$ cat config.mk
export PLATFORM = sky130hd
export DESIGN_NAME = laser_interlock_ctrl_flat
export DESIGN_NICKNAME = d
export VERILOG_FILES = /design/src/rtl/laser_interlock_ctrl_pkg.sv /design/src/rtl/laser_interlock_ctrl_if.sv /design/src/rtl/laser_interlock_ctrl_timer.sv /design/src/rtl/laser_interlock_ctrl.sv /design/src/flat_wrapper.sv
export SDC_FILE = /design/constraint.sdc
export NUM_CORES = 1
export LEC_CHECK = 0
export CORE_MARGIN = 2
export CORE_UTILIZATION = 52
export DETAILED_ROUTE_END_ITERATION = 10
export PLACE_DENSITY = 0.77
export REMOVE_ABC_BUFFERS = 1
export SKIP_CTS_REPAIR_TIMING = 1
export SYNTH_ARGS = -nofsm -noshare
export SYNTH_HDL_FRONTEND = slang
export SYNTH_SLANG_ARGS = --single-unit
export TNS_END_PERCENT = 1
$ cat constraint.sdc
create_clock -name clk -period 1.95 [get_ports clk]
set_input_delay 0.195 -clock clk [delete_from_list [all_inputs] [get_ports clk]]
set_output_delay 0.195 -clock clk [all_outputs]
set_load 0.1 [all_outputs]
$ cat src/rtl/laser_interlock_ctrl_pkg.sv
// laser_intlk_pkg: shared state encodings, fault bit indices and timer sizing for laser_interlock_ctrl
package laser_intlk_pkg;
  localparam logic [2:0] ST_DISARMED = 3'd0;
  localparam logic [2:0] ST_ARMED    = 3'd1;
  localparam logic [2:0] ST_TRIPPED  = 3'd2;
  localparam logic [2:0] ST_CLEARING = 3'd3;
  localparam logic [2:0] ST_HOLDOFF  = 3'd4;
  localparam int FLT_PW_LO = 0;
  localparam int FLT_PW_HI = 1;
  localparam int FLT_RATE  = 2;
  typedef enum logic [2:0] {
    S_DISARMED = ST_DISARMED,
    S_ARMED    = ST_ARMED,
    S_TRIPPED  = ST_TRIPPED,
    S_CLEARING = ST_CLEARING,
    S_HOLDOFF  = ST_HOLDOFF
  } state_t;
  // one timer serves both CLEARING and HOLDOFF, so size it for the longer of the two
  function automatic int tmr_w(input int a, input int b);
    return $clog2(a > b ? a : b);
  endfunction
endpackage

$ cat src/rtl/laser_interlock_ctrl_if.sv
// laser_interlock_ctrl_if: request/fail inputs and interlock outputs of laser_interlock_ctrl
//   master: drives arm_req, clear_req, *_limit_fail; observes the status outputs
//   slave : the controller side
//   CNT_W : width of fault_cnt_{lo,hi,rate}, present only with LASER_INTLK_FAULT_CNT_EN
interface laser_interlock_ctrl_if #(parameter int CNT_W = 8);
  logic arm_req;
  logic clear_req;
  logic pulse_lower_limit_fail;
  logic pulse_upper_limit_fail;
  logic rate_lower_limit_fail;
  logic laser_enable;
  logic clear_fail;
  logic [2:0] first_fault;
  logic [2:0] fault_status;
  logic clear_timeout;
  logic [2:0] state_out;
`ifdef LASER_INTLK_FAULT_CNT_EN
  logic [CNT_W-1:0] fault_cnt_lo;
  logic [CNT_W-1:0] fault_cnt_hi;
  logic [CNT_W-1:0] fault_cnt_rate;
  modport master(output arm_req, clear_req, pulse_lower_limit_fail, pulse_upper_limit_fail, rate_lower_limit_fail,
                 input laser_enable, clear_fail, first_fault, fault_status, clear_timeout, state_out,
                 fault_cnt_lo, fault_cnt_hi, fault_cnt_rate);
  modport slave(input arm_req, clear_req, pulse_lower_limit_fail, pulse_upper_limit_fail, rate_lower_limit_fail,
                output laser_enable, clear_fail, first_fault, fault_status, clear_timeout, state_out,
                fault_cnt_lo, fault_cnt_hi, fault_cnt_rate);
`else
  modport master(output arm_req, clear_req, pulse_lower_limit_fail, pulse_upper_limit_fail, rate_lower_limit_fail,
                 input laser_enable, clear_fail, first_fault, fault_status, clear_timeout, state_out);
  modport slave(input arm_req, clear_req, pulse_lower_limit_fail, pulse_upper_limit_fail, rate_lower_limit_fail,
                output laser_enable, clear_fail, first_fault, fault_status, clear_timeout, state_out);
`endif
endinterface

$ cat src/rtl/laser_interlock_ctrl_timer.sv
// interlock_timer: loadable down-counter that holds at zero
//   clk, rst : clock, synchronous active-high reset
//   load     : load load_val this cycle (wins over counting)
//   load_val : reload value
//   value    : current count
//   expired  : value is zero
module interlock_timer #(parameter int W = 10) (
  input  logic         clk,
  input  logic         rst,
  input  logic         load,
  input  logic [W-1:0] load_val,
  output logic [W-1:0] value,
  output logic         expired
);
  assign expired = value == '0;
  always_ff @(posedge clk)
    if (rst) value <= '0;
    else if (load) value <= load_val;
    else if (!expired) value <= value - W'(1);
endmodule

$ cat src/rtl/laser_interlock_ctrl.sv
// laser_interlock_ctrl: laser-enable interlock with fault capture, clear_fail handshake and re-arm hold-off
//   clk, rst : clock, synchronous active-high reset
//   bus      : laser_interlock_ctrl_if.slave (arm/clear requests, checker fail flags, interlock outputs)
//   Macro LASER_INTLK_FAULT_CNT_EN adds saturating per-cause fault counters.
module laser_interlock_ctrl
  import laser_intlk_pkg::*;
#(
  parameter int CLR_PULSE_CYCLES = 8,
  parameter int CLR_TIMEOUT      = 256,
  parameter int HOLDOFF_CYCLES   = 1024
) (
  input logic clk,
  input logic rst,
  laser_interlock_ctrl_if.slave bus
);
  localparam int TW = tmr_w(CLR_TIMEOUT, HOLDOFF_CYCLES);
  state_t state;
  logic [2:0] fail_q;
  logic fail_any;
  logic tmr_load;
  logic tmr_expired;
  logic clear_done;
  logic [TW-1:0] tmr_val;
  logic [TW-1:0] tmr_value;
  assign fail_any = |fail_q;
  assign bus.laser_enable = state == S_ARMED && !fail_any;
  assign bus.state_out = state;
  // checker has recovered once the pulse is over and no flag remains
  assign clear_done = state == S_CLEARING && !bus.clear_fail && !fail_any;
  always_comb begin
    tmr_load = (state == S_TRIPPED && bus.clear_req) || clear_done;
    tmr_val = state == S_TRIPPED ? TW'(CLR_TIMEOUT - 1) : TW'(HOLDOFF_CYCLES - 1);
  end
  interlock_timer #(.W(TW)) u_timer (
    .clk(clk), .rst(rst), .load(tmr_load), .load_val(tmr_val), .value(tmr_value), .expired(tmr_expired)
  );
  always_ff @(posedge clk)
    if (rst) fail_q <= '0;
    else begin
      fail_q[FLT_PW_LO] <= bus.pulse_lower_limit_fail;
      fail_q[FLT_PW_HI] <= bus.pulse_upper_limit_fail;
      fail_q[FLT_RATE]  <= bus.rate_lower_limit_fail;
    end
  always_ff @(posedge clk)
    if (rst) begin
      state <= S_DISARMED;
      bus.clear_fail <= 1'b0;
      bus.first_fault <= '0;
      bus.fault_status <= '0;
      bus.clear_timeout <= 1'b0;
    end else begin
      if (state != S_CLEARING) bus.fault_status <= bus.fault_status | fail_q;
      case (state)
        S_DISARMED:
          if (bus.arm_req) begin
            state <= fail_any ? S_TRIPPED : S_ARMED;
            if (fail_any) bus.first_fault <= fail_q;
          end
        S_ARMED, S_HOLDOFF:
          if (fail_any) begin
            state <= S_TRIPPED;
            bus.first_fault <= fail_q;
          end else if (state == S_HOLDOFF && tmr_expired) state <= S_DISARMED;
        S_TRIPPED:
          if (bus.clear_req) begin
            state <= S_CLEARING;
            bus.clear_fail <= 1'b1;
          end
        S_CLEARING: begin
          // timer was loaded with CLR_TIMEOUT-1 on entry, so the pulse covers the top CLR_PULSE_CYCLES counts
          bus.clear_fail <= tmr_value > TW'(CLR_TIMEOUT - CLR_PULSE_CYCLES);
          if (clear_done) begin
            state <= S_HOLDOFF;
            bus.fault_status <= '0;
            bus.clear_timeout <= 1'b0;
          end else if (tmr_expired) begin
            state <= S_TRIPPED;
            bus.clear_timeout <= 1'b1;
          end
        end
        default: state <= S_DISARMED;
      endcase
    end
`ifdef LASER_INTLK_FAULT_CNT_EN
  logic [2:0] fail_p;
  logic [2:0] rise;
  assign rise = fail_q & ~fail_p;
  always_ff @(posedge clk)
    if (rst) begin
      fail_p <= '0;
      bus.fault_cnt_lo <= '0;
      bus.fault_cnt_hi <= '0;
      bus.fault_cnt_rate <= '0;
    end else begin
      fail_p <= fail_q;
      if (rise[FLT_PW_LO] && !(&bus.fault_cnt_lo)) bus.fault_cnt_lo <= bus.fault_cnt_lo + 1'b1;
      if (rise[FLT_PW_HI] && !(&bus.fault_cnt_hi)) bus.fault_cnt_hi <= bus.fault_cnt_hi + 1'b1;
      if (rise[FLT_RATE] && !(&bus.fault_cnt_rate)) bus.fault_cnt_rate <= bus.fault_cnt_rate + 1'b1;
    end
`endif
endmodule
$ cat src/flat_wrapper.sv
// flat-port wrapper written by rule: the top's interface ports become plain ports
module laser_interlock_ctrl_flat import laser_intlk_pkg::*;
#(
  parameter int CLR_PULSE_CYCLES = 8,
  parameter int CLR_TIMEOUT      = 256,
  parameter int HOLDOFF_CYCLES   = 1024
)
  (clk, rst, bus_arm_req, bus_clear_req, bus_pulse_lower_limit_fail, bus_pulse_upper_limit_fail, bus_rate_lower_limit_fail, bus_laser_enable, bus_clear_fail, bus_first_fault, bus_fault_status, bus_clear_timeout, bus_state_out);
  laser_interlock_ctrl_if bus_i ();
  input logic clk;
  input logic rst;
  input wire logic [$bits(bus_i.arm_req)-1:0] bus_arm_req;
  input wire logic [$bits(bus_i.clear_req)-1:0] bus_clear_req;
  input wire logic [$bits(bus_i.pulse_lower_limit_fail)-1:0] bus_pulse_lower_limit_fail;
  input wire logic [$bits(bus_i.pulse_upper_limit_fail)-1:0] bus_pulse_upper_limit_fail;
  input wire logic [$bits(bus_i.rate_lower_limit_fail)-1:0] bus_rate_lower_limit_fail;
  output wire logic [$bits(bus_i.laser_enable)-1:0] bus_laser_enable;
  output wire logic [$bits(bus_i.clear_fail)-1:0] bus_clear_fail;
  output wire logic [$bits(bus_i.first_fault)-1:0] bus_first_fault;
  output wire logic [$bits(bus_i.fault_status)-1:0] bus_fault_status;
  output wire logic [$bits(bus_i.clear_timeout)-1:0] bus_clear_timeout;
  output wire logic [$bits(bus_i.state_out)-1:0] bus_state_out;
  assign bus_i.arm_req = bus_arm_req;
  assign bus_i.clear_req = bus_clear_req;
  assign bus_i.pulse_lower_limit_fail = bus_pulse_lower_limit_fail;
  assign bus_i.pulse_upper_limit_fail = bus_pulse_upper_limit_fail;
  assign bus_i.rate_lower_limit_fail = bus_rate_lower_limit_fail;
  assign bus_laser_enable = bus_i.laser_enable;
  assign bus_clear_fail = bus_i.clear_fail;
  assign bus_first_fault = bus_i.first_fault;
  assign bus_fault_status = bus_i.fault_status;
  assign bus_clear_timeout = bus_i.clear_timeout;
  assign bus_state_out = bus_i.state_out;
  laser_interlock_ctrl #(.CLR_PULSE_CYCLES(CLR_PULSE_CYCLES), .CLR_TIMEOUT(CLR_TIMEOUT), .HOLDOFF_CYCLES(HOLDOFF_CYCLES)) u_core (.clk(clk), .rst(rst), .bus(bus_i));
endmodule
# Yosys cells after proc, flatten, opt, wreduce, memory -nomap -nowiden
# Cells that the tools add are included.
op_classes:
  addsub: 1
  magnitude_cmp: 1
  eq_ne: 10
  n_mux: 21
  bitwise_logic: 1
  reduce_logical: 19
ops:
  columns: ["operator", "n"]
  rows:
  - ["3-bit two-way mux", 11]
  - ["10-bit two-way mux", 3]
  - ["3-bit case mux with 4 select lines", 1]
  - ["10-bit by 8-bit greater-than comparator with 1-bit output (second input constant)", 1]
  - ["10-bit zero test", 1]
  - ["10-bit by 1-bit subtractor with 10-bit output (second input constant)", 1]
  - ["3-bit by 2-bit equality test with 1-bit output (second input constant)", 2]
  - ["3-bit by 1-bit != test with 1-bit output (second input constant)", 2]
  - ["3-bit case mux with 2 select lines", 1]
  - ["2-bit AND reduction", 3]
  - ["2-bit nonzero test", 3]
  - ["1-bit logical AND", 5]
  - ["2-bit != test (second input constant)", 2]
  - ["4-bit AND reduction", 1]
  - ["3-bit by 1-bit equality test with 1-bit output (second input constant)", 1]
  - ["3-bit equality test (second input constant)", 1]
  - ["3-bit zero test", 1]
  - ["1-bit two-way mux", 3]
  - ["3-bit by 2-bit != test with 1-bit output (second input constant)", 1]
  - ["3-bit OR", 1]
  - ["3-bit OR reduction", 1]
  - ["1-bit zero test", 2]
  - ["2-bit two-way mux", 1]
  - ["2-bit by 1-bit != test with 1-bit output (second input constant)", 1]
  - ["other kinds (3)", 3]
word_totals:
  ff_bits: 24
  out_inout_bits: 12
  elab_cells: 60

# Depth between registers and ports, before layout
logic_depth:
  depth_word: 5
  mapped_depth: 6
  depth_no_buf: 6

# By module
# From an unflattened synthesis, not the netlist that was laid out.
unflattened:
  hier_cells: 143
  area_unflattened_um2: 1242.4
by_module_without_submodules:
  columns: ["mod", "instances", "cells_per_inst", "area_each_um2"]
  rows:
  - ["laser_interlock_ctrl", 1, 73, 674.4]
  - ["interlock_timer", 1, 70, 568.0]

# Worst setup path after synthesis
# OpenSTA, ideal clock, no wires.
synth_path:
  kind: "flip-flop to flip-flop"
  startpoint: "register u_core.state[1], in the netlist u_core.bus.state_out[1]"
  endpoint: "register u_core.state[0], in the netlist u_core.bus.state_out[0]"
  setup_ns: 0.129
  arrival_ns: 3.306
  required_time_ns: 1.821
  slack_ns: -1.485
  path_stages_with_launch: 6
  n_path_buf: 1
  synth_period_minus_slack_ns: 3.435
  cell_sequence: "dfxtp_1 > buf_6 > or4_4 > nor2_1 > o32ai_2 > mux2i_1"
synth_between:
  elab_chain_len: 5
  elab_cells_between_ends: 16
synth_rtl:
  columns: ["item", "line", "rtl"]
  rows:
  - ["start, declared", "laser_interlock_ctrl.sv:17", "state_t state;"]
  - ["start signal, assigned", "laser_interlock_ctrl.sv:56", "state <= fail_any ? S_TRIPPED : S_ARMED;"]
  - ["3-bit by 2-bit equality test with 1-bit output", "laser_interlock_ctrl.sv:29, laser_interlock_ctrl.sv:53", null]
  - ["1-bit logical AND (2 in series)", "laser_interlock_ctrl.sv:29", "assign clear_done = state == S_CLEARING && !bus.clear_fail && !fail_any;"]
  - ["3-bit by 1-bit != test with 1-bit output (no source line) or 3-bit two-way mux (tied branches)", null, null]
  - ["4-bit AND reduction (no source line) or 3-bit case mux with 4 select lines (tied branches)", null, null]
# Several ways; a longest one is shown, not always the timed one.
# A chain may end at the register's enable or synchronous reset.

# Worst setup path in the final report
layout_path:
  startpoint: "register u_core.fail_q[2]"
  endpoint: "output bus_laser_enable"
layout_between:
  elab_chain_len: 3
layout_rtl:
  columns: ["item", "line", "rtl"]
  rows:
  - ["start, declared", "laser_interlock_ctrl.sv:18", "logic [2:0] fail_q;"]
  - ["start signal, assigned by index", "laser_interlock_ctrl.sv:40", "fail_q[FLT_PW_LO] <= bus.pulse_lower_limit_fail;"]
  - ["start signal, assigned by index", "laser_interlock_ctrl.sv:41", "fail_q[FLT_PW_HI] <= bus.pulse_upper_limit_fail;"]
  - ["start signal, assigned by index", "laser_interlock_ctrl.sv:42", "fail_q[FLT_RATE] <= bus.rate_lower_limit_fail;"]
  - ["3-bit OR reduction", "laser_interlock_ctrl.sv:25", "assign fail_any = |fail_q;"]
  - ["1-bit zero test", "laser_interlock_ctrl.sv:26", "assign bus.laser_enable = state == S_ARMED && !fail_any;"]
  - ["1-bit logical AND", "laser_interlock_ctrl.sv:26", null]
  - ["end, declared", "flat_wrapper.sv:17", "output wire logic [$bits(bus_i.laser_enable)-1:0] bus_laser_enable;"]
# No other way between the ends.

==> results.tsv <==
stage	metric	value	unit
logic_synthesis	yosys_register_bits	24	
drt	drtIter0Drc	24	
finish	fin_nets	164	
sta	fmax	0.5375	GHz
floorplan	num_rows	17	
hold_path	hold_class	in2reg	
critical_path	endpoint_kind	output port	
sta	hold_viol	0	
sta	fin_skew	0.002861	ns
floorplan	io_pins	19	
sta	fin_tns_setup	0	ns
sta	tightest_slew	0.5852	ns
finish	drive_gt1_frac	0.2581	
power	p_leak	0.5812	nW
critical_path	critPathKind	reg2out	
drt	viasPerCell	5.814	
finish	area_delta_synth_final	23.01	%
place	dp_slack	0.1929	ns
job	cap_violations	0	
drt	post_drt_wl_per_cell	14.59	um
cts	cts_tree	built	
floorplan	initial_utilization	0.5572	
critical_path	worstPathMaxFanout	5	
drt	wl	2.670	mm
logic_synthesis	avgSynthCellArea	9.445	um^2
cts	cts.htree.levels	1	
logic_synthesis	synth_cell_types	47	
grt	antenna_found_initial	0	
logic_synthesis	netlist_area	1256	um^2
drt	drcViolationCount	0	
logic_synthesis	ys_warn_count	0	
floorplan	die_y	53.15	um
sta	relSlewSlack	0.6084	
status	status	finished clean	
finish	final_area	1545	um^2
grt	grt_pass1_vias	946	
grt	grt.total_usage	0.2168	
drt	num_vias	1064	
sta	slew_viol_final	0	
cts	cts_buffer_depth	2	
critical_path	worstPathRequired	1.75	ns
cts	cts-root-buf	clkbuf_4	
logic_synthesis	postSynthCellCount	133	
logic_synthesis	yosys_most_used_dff	dfxtp_1	
logic_synthesis	synth_edf_count	0	
logic_synthesis	ys_async_sr_fraction	0	
sta	finalCritPeriodShare	0.9541	
power	power	2.597	mW
sta	fin_crit	1.860	ns
critical_path	cp_data_arrival_time	1.67	ns
cts	worst_skew_pair.late_latency	0.32	ns
sta	rsz0062_at_grt	no	
place	dp_hpwl	2.032	mm
power	ir_drop	0.001143	V
critical_path	start_kind	flop	
sta	fin_ws	0.08959	ns
finish	layout_commonest_cell	dfxtp_1	
cts	clk_pin_slew	0.13	ns
place	port_buffers	18	
critical_path	reg2reg_setup_slack	0.17	ns
grt	grt_max_degree	15	
place	dpl_cell_area	1485	um^2
finish	antenna_cells	0	
floorplan	fp.dieW	53.15	um
drt	drtAntennaViolNets	0	
grt	grt_pass1_wl	4.429	mm
sta	setup_viol	0	
logic_synthesis	synth-seq-area-share	0.3825	
grt	grt_overflow	0	
cts	clock_sinks	24	
floorplan	die_area	2825	um^2
cts	numCtsBuffers	3	
finish	final_cell_mix	dfxtp_1, buf_4, a21oi_1	
place	routabilityCongestion	0.8132	
power	powerDensity	1681	nW/um^2
drt	dr.pass1.iters	4	
floorplan	core-area	2255	um^2
## power breakdown
group / switching (mW) / internal (mW)
clock: 0.153 / 0.208
sequential: 0.159 / 0.605
combinational: 0.863 / 0.609
## cells by family (layout without fill, tap and decap cells)
logic type,after synthesis,in the layout,synth area share
simple gates,49,49,0.2699
compound gates,36,36,0.2072
flops,24,24,0.3825
buf+inv,12,34,0.04481
mux,7,7,0.05777
xor+xnor,4,4,0.02789
fa+ha+maj,1,1,0.009959
## worst paths after layout
check / startpoint / endpoint / depth (start not counted)
worst max-delay path: u_core.fail_q[2] / bus_laser_enable / 3
worst min-delay path: bus_pulse_upper_limit_fail / u_core.fail_q[1] / 2
worst max register to register: u_core.u_timer.value[0] / u_core.u_timer.value[6] / 6
worst min register to register: u_core.bus.first_fault[1] / u_core.bus.first_fault[1] / 2
## area by class of cell
class / count / area, um^2
Clock buffer: 3 / 22.52
Clock inverter: 1 / 30.03
Fill cell: 182 / 709.4
Inverter: 4 / 15.01
Multi-Input combinational cell: 97 / 726.9
Sequential cell: 24 / 480.5
Tap cell: 28 / 35.03
Timing Repair Buffer: 26 / 235.2
## cell usage after synthesis (all sizes together), types with 2 or more instances
| cell | n | area [um^2] |
|---|---|---|
| a211oi | 3 | 22.52 |
| xnor2 | 3 | 26.28 |
| nor4 | 3 | 33.78 |
| buf | 4 | 26.27 |
| o22ai | 2 | 12.51 |
| nand2b | 2 | 12.51 |
| a2111oi | 2 | 42.54 |
| dfxtp | 24 | 480.5 |
| or4 | 3 | 30.03 |
| nand3 | 3 | 27.53 |
| a31oi | 2 | 12.51 |
| nor3 | 9 | 45.04 |
| mux2i | 5 | 50.05 |
| mux2 | 2 | 22.52 |
| nor2 | 10 | 37.54 |
| o21ai | 3 | 15.01 |
| clkbuf | 4 | 15.01 |
| a21oi | 17 | 88.84 |
| nor3b | 4 | 41.29 |
| inv | 4 | 15.01 |
| nor2b | 5 | 31.28 |
## stage by stage
| stage | hold WS, ns | cells | utilization |
|---|---|---|---|
| global placement | 0.4790 | 179 | 0.6587 |
| global route | 0.4068 | 183 | 0.6854 |
| floorplan | 0.2574 | 125 | - |
| finish | 0.4116 | 183 | 0.6854 |
| CTS | 0.4023 | 183 | 0.6820 |
| detailed placement | 0.4929 | 179 | 0.6587 |
## registers in the layout, summed over array words and instances (netlist names)
name / count
u_core.u_timer.value: 10
u_core.bus.fault_status: 3
u_core.bus.first_fault: 3
u_core.bus.state_out: 3
u_core.fail_q: 3
u_core.bus.clear_fail: 1
u_core.bus.clear_timeout: 1
## critical path, stage by stage (launching register included)
cell and delay [ns]:
dfxtp_1 0.39, or4_4 0.59, nor2_4 0.18, buf_12 0.19
## metal layers
metal	routed length, um	vias to the layer above	track usage
met5	0	-	0
met4	16	0	0.06410
met3	101	3	0.04237
met2	1218	21	0.3208
met1	1332	503	0.3163
li1	-	537	-
Power figures use the tool's default switching activity.
==> edit 1: new RTL, same flow settings <==
`HOLDOFF_CYCLES` is set to 1024 in 2 places; all go to 512.
--- a/src/rtl/laser_interlock_ctrl.sv
+++ b/src/rtl/laser_interlock_ctrl.sv
@@ -9,3 +9,3 @@
   parameter int CLR_TIMEOUT      = 256,
-  parameter int HOLDOFF_CYCLES   = 1024
+  parameter int HOLDOFF_CYCLES   = 512
 ) (
--- a/src/flat_wrapper.sv
+++ b/src/flat_wrapper.sv
@@ -5,3 +5,3 @@
   parameter int CLR_TIMEOUT      = 256,
-  parameter int HOLDOFF_CYCLES   = 1024
+  parameter int HOLDOFF_CYCLES   = 512
 )
Formal check against the unedited RTL: same outputs for any inputs over 10 cycles, from zero or initial values and one cycle with rst high; that may be too few to reach the edited logic, so the function may still have changed.
==> edit 1 against the original RTL <==
Design area is 11% lower. Critical path depth rose by 4. Routed wire length shrank 14%. Setup slack lost 0.051 ns. Sequential cell count down 1. Fmax shrank 2.7%. Hold slack better by 0.011 ns. Total power down 14%. Die area shrank 10%. Clock skew hardly changed. Synthesized area decreased by 11%. Register-to-register slack lost 0.13 ns. Non-clock buffer count fell by 2.
==> edit 1: results (changes against the original RTL) <==
| Metric | Value |
|---|---|
| Worst slew pin tran | `0.461 ns (-0.124 ns)` |
| Most instantiated cells after synthesis | `dfxtp_1 (23), a21oi_1 (13), nor2_1 (12), nor3_1 (7)` |
| Share of layout cells above drive strength 1 | `0.221 (-0.0366)` |
| Count of H-tree levels built during CTS | `1 (unchanged)` |
| # fillers | `172 (-5.5%)` |
| Global placement routability congestion | `0.802 (-1.4%)` |
| Initial antenna violation count | `0 (unchanged)` |
| First drt pass iteration count | `4 (unchanged)` |
| Hold Crit Depth | `2 (unchanged)` |
| Outcome | `complete, no violations` |
| Clock-pin transition on the worst setup and hold timing paths | `0.12 ns` |
| Antenna cell count | `0 (unchanged)` |
| CTS Buf Count | `3 (unchanged)` |
| Largest Register | `u_core.u_timer.value` |
| Asr flop ratio synth | `0 (unchanged)` |
| Min-delay worst type | `primary input to register` |
| DRT iter0 DRCs | `17 (-29%)` |
| Pin count of the biggest net entering global routing | `26 (+11)` |
| Max reg flops | `9 (-1)` |
| Number of synthesis warnings | `0 (unchanged)` |
| Clock Skew | `0.00286 ns (-0.000000950 ns)` |
| CTS max path bufs | `2 (unchanged)` |
| Netlist cell types | `35 (-26%)` |
| Clock root buffer | `clkbuf_4` |
| Maximum VDD drop | `0.00114 V (about the same)` |
| Final wirelength | `2300 um (-14%)` |
| Synth area leaders | `dfxtp_1 (41%), a21oi_1 (5.8%), mux2i_1 (5.4%), xor2_1 (4.7%), nor2_1 (4.0%)` |
| Hpwl dp | `1630 um (-20%)` |
| DP Area | `1310 um^2 (-12%)` |
| Primary FF master, synth | `dfxtp_1` |
| First-pass GRT wire length | `3810 um (-14%)` |
| Worst-skew pair later-pin latency | `0.31 ns` |
| Port buffer count | `18 (unchanged)` |
| CP max FO | `5 (unchanged)` |
| Vias per cell | `5.63 (-3.2%)` |
| Arr. time, crit path | `2.15 ns (+0.48 ns)` |
| Total Routing Usage GR | `0.198 (-0.0183)` |
| Vias in the first global route | `857 (-9.4%)` |
| Worst R2R Path Depth | `7 (+1)` |
| Register area share after synthesis | `0.412 (+0.0296)` |
| Static Leakage | `0.552 nW (-5.0%)` |
| Net count, final | `150 (-8.5%)` |
[edit 1: changes by cell type after synthesis, sizes merged, moves of 3 or more]
cell / change
a21oi: -4
nand2: +6
nor3b: -4
or4: -3
xor2: +5
[edit 1: path summary, 6_finish.rpt]
path / start / slack (ns) / end
max: u_core.u_timer.value[0]$_SDFFE_PP0P_ / 0.04 / u_core.bus.state_out[1]$_SDFFE_PP0P_
min: bus_rate_lower_limit_fail / 0.42 / u_core.fail_q[2]$_SDFF_PP0_
max reg2reg: u_core.u_timer.value[0]$_SDFFE_PP0P_ / 0.04 / u_core.bus.state_out[1]$_SDFFE_PP0P_
min reg2reg: u_core.bus.clear_timeout$_SDFFE_PP0P_ / 0.50 / u_core.bus.clear_timeout$_SDFFE_PP0P_
[edit 1: metrics by stage]
step                      worst slack [ns]  hold WS (ns)  cells  utilization  TNS (ns)
after floorplan                     -0.454         0.264    112            -     -3.18
after global placement               0.236         0.477    160        0.653         0
after detailed placement             0.150         0.481    160        0.653         0
after CTS                            0.126         0.411    164        0.666         0
after global routing               -0.0712         0.413    167        0.683    -0.166
final                               0.0385         0.422    167        0.683         0
[edit 1: logic make-up (layout without fill, tap and decap cells)]
logic type | after synthesis | count (layout) | share of synthesized area
AOI/OAI and AO/OA | 24 | 24 | 0.153
xor gates and xnor gates | 7 | 7 | 0.0549
adders and majority gates | 2 | 2 | 0.0224
buffers and inverters | 10 | 32 | 0.0403
DFF | 23 | 23 | 0.412
muxes | 6 | 6 | 0.0538
and+or+nand+nor | 46 | 46 | 0.263
[edit 1: layout make-up]
cell class                 count  area [um^2]  share of cell area
clock buffer                   4         26.3              0.0192
inverter                       4         15.0              0.0110
multi-input combinational     85          612               0.447
sequential                    23          460               0.337
tap                           27         33.8              0.0247
timing repair buffer          24          220               0.161
[edit 1: metal layers]
metal | part of all wire | wire [um] | global-route usage
met4 | 0.020 | 45 | 0.0991
met5 | 0 | 0 | 0
met3 | 0.037 | 85 | 0.0357
met2 | 0.49 | 1130 | 0.307
met1 | 0.45 | 1030 | 0.266
[edit 1: worst max-delay path, stage by stage, from the launching register on]
cell      delay (ns)
dfxtp_1         0.35
inv_1           0.08
ha_1            0.20
nor4b_1         0.41
nand2_2         0.20
a211oi_2        0.26
nand2_1         0.13
o31ai_2         0.21
[edit 1: power breakdown]
| part | total [mW] | internal [mW] | switching [mW] |
|---|---|---|---|
| clock network | 0.219 | 0.0800 | 0.139 |
| logic | 1.27 | 0.494 | 0.774 |
| registers | 0.759 | 0.589 | 0.169 |
| total | 2.25 | 1.16 | 1.08 |
==> edit 2: new RTL, same flow settings <==
Without the edit above. `CLR_PULSE_CYCLES` is set to 8 in 2 places; all go to 6.
--- a/src/rtl/laser_interlock_ctrl.sv
+++ b/src/rtl/laser_interlock_ctrl.sv
@@ -7,3 +7,3 @@
 #(
-  parameter int CLR_PULSE_CYCLES = 8,
+  parameter int CLR_PULSE_CYCLES = 6,
   parameter int CLR_TIMEOUT      = 256,
--- a/src/flat_wrapper.sv
+++ b/src/flat_wrapper.sv
@@ -3,3 +3,3 @@
 #(
-  parameter int CLR_PULSE_CYCLES = 8,
+  parameter int CLR_PULSE_CYCLES = 6,
   parameter int CLR_TIMEOUT      = 256,
Function: changed (Yosys sat finds a counterexample within 10 cycles, from zero or initial values and one cycle with rst high).
==> edit 2 against the original RTL <==
Synthesized area down 4.0%. Cell count is 3.3% lower. Critical path depth rose by 1. Sequential cell count is the same. Highest routed layer unchanged. Total power shrank 18%. Non-clock buffer count shrank 2. Design area decreased by 4.6%. Routed wire length is 4.5% lower. Setup slack improved by 0.10 ns.
==> edit 2: results (changes against the original RTL) <==
| Metric | Value |
|---|---|
| Syn avg cell area | `9.42 um^2 (-0.23%)` |
| Reg-to-reg critical path startpoint | `u_core.u_timer.value[1]$_SDFFE_PP0P_` |
| Net count, final | `160 (-2.4%)` |
| Synth area leaders | `dfxtp_1 (40%), a21oi_1 (4.1%), mux2i_1 (4.1%), nor2_1 (3.7%), a31oi_1 (3.1%)` |
| Cells after DPL | `174 (-2.8%)` |
| First drt pass iteration count | `5 (+1)` |
| Vias in the first global route | `951 (+0.53%)` |
| FF-to-FF setup slack | `0.22 ns (+0.05 ns)` |
| Vias per cell | `5.97 (+2.7%)` |
| Wirelength per Cell | `14.4 um (-1.2%)` |
| Clock-pin transition on the worst setup and hold timing paths | `0.11 ns (-0.02 ns)` |
| Max reg flops | `10 (unchanged)` |
| Final worst setup slack | `0.192 ns (+0.102 ns)` |
| Slowest cell delay on critical path | `0.41 ns (-0.18 ns)` |
| Register area share after synthesis | `0.398 (+0.0159)` |
| Share of layout cells above drive strength 1 | `0.228 (-0.0299)` |
| Crit path to | `bus_laser_enable` |
| Maximum VDD drop | `0.000889 V (-22%)` |
| Pin count of the biggest net entering global routing | `26 (+11)` |
| Critical R2R Capture | `u_core.u_timer.value[1]$_SDFFE_PP0P_` |
| Most instantiated cells after synthesis | `dfxtp_1 (24), nor2_1 (12), a21oi_1 (10), a31oi_1 (6)` |
| DP Area | `1440 um^2 (-3.4%)` |
| CP max stage cell | `dfxtp_1` |
| Total Routing Usage GR | `0.214 (-0.00290)` |
| Static Leakage | `0.558 nW (-4.0%)` |
| Outcome | `complete, no violations` |
| Arr. time, crit path | `1.56 ns (-0.11 ns)` |
| Vias | `1057 (-0.66%)` |
| DRT iter0 DRCs | `23 (-4.2%)` |
| Place WS | `0.204 ns (+0.0111 ns)` |
| Netlist cell types | `44 (-6.4%)` |
| Clock Skew | `0.00604 ns (+0.00318 ns)` |
==> edit 2: critical path, delay by kind of cell, from the launching register on <==
family / cells / cell delay, ns
buffers and inverters: 1 / 0.21
DFF: 1 / 0.41
and+or+nand+nor: 3 / 0.64
==> edit 2: metal layers <==
metal  share of wire  wire length (um)  track usage
met1            0.49              1250        0.293
met2            0.46              1170        0.338
met4          0.0059                15       0.0812
met3           0.045               115       0.0345
met5               0                 0            0
==> edit 2: final cells by class <==
cell class / instances / area (um^2)
flip-flops and latches: 24 / 480
well taps: 28 / 35.0
repair buffers: 24 / 220
clock buffers: 3 / 22.5
inverters: 4 / 15.0
multi-input cells: 94 / 701
fillers: 195 / 738
==> edit 2: where the power goes <==
group	internal (mW)	switching, mW	leakage, nW
Clock	0.0721	0.133	0.0138
Sequential	0.603	0.185	0.198
Combinational	0.493	0.636	0.346
Total	1.17	0.953	0.558
==> edit 2: cell families after synthesis <==
| kind of cell | Yosys count | synth area share |
|---|---|---|
| simple gates | 50 | 0.276 |
| compound gates | 32 | 0.191 |
| flops | 24 | 0.398 |
| buf+inv | 10 | 0.0342 |
| mux | 6 | 0.0508 |
| xor+xnor | 4 | 0.0291 |
| fa+ha+maj | 2 | 0.0207 |
==> edit 2: worst min-delay path by stage <==
stage	to	slack (ns)	cells after the start
floorplan	u_core.u_timer.value[9]$_SDFFE_PP0P_	0.26	1
global placement	u_core.bus.first_fault[2]$_SDFFE_PP0P_	0.47	2
detailed placement	u_core.bus.first_fault[2]$_SDFFE_PP0P_	0.49	2
CTS	u_core.fail_q[1]$_SDFF_PP0_	0.42	2
global route	u_core.fail_q[2]$_SDFF_PP0_	0.43	2
finish	u_core.fail_q[1]$_SDFF_PP0_	0.44	2
==> edit 2: metrics by stage <==
stage	TNS (ns)	power, mW
global route	0	2.27
finish	0	2.12
detailed placement	0	1.91
floorplan	-4.35	1.63
global placement	0	1.88
CTS	-0.142	2.12
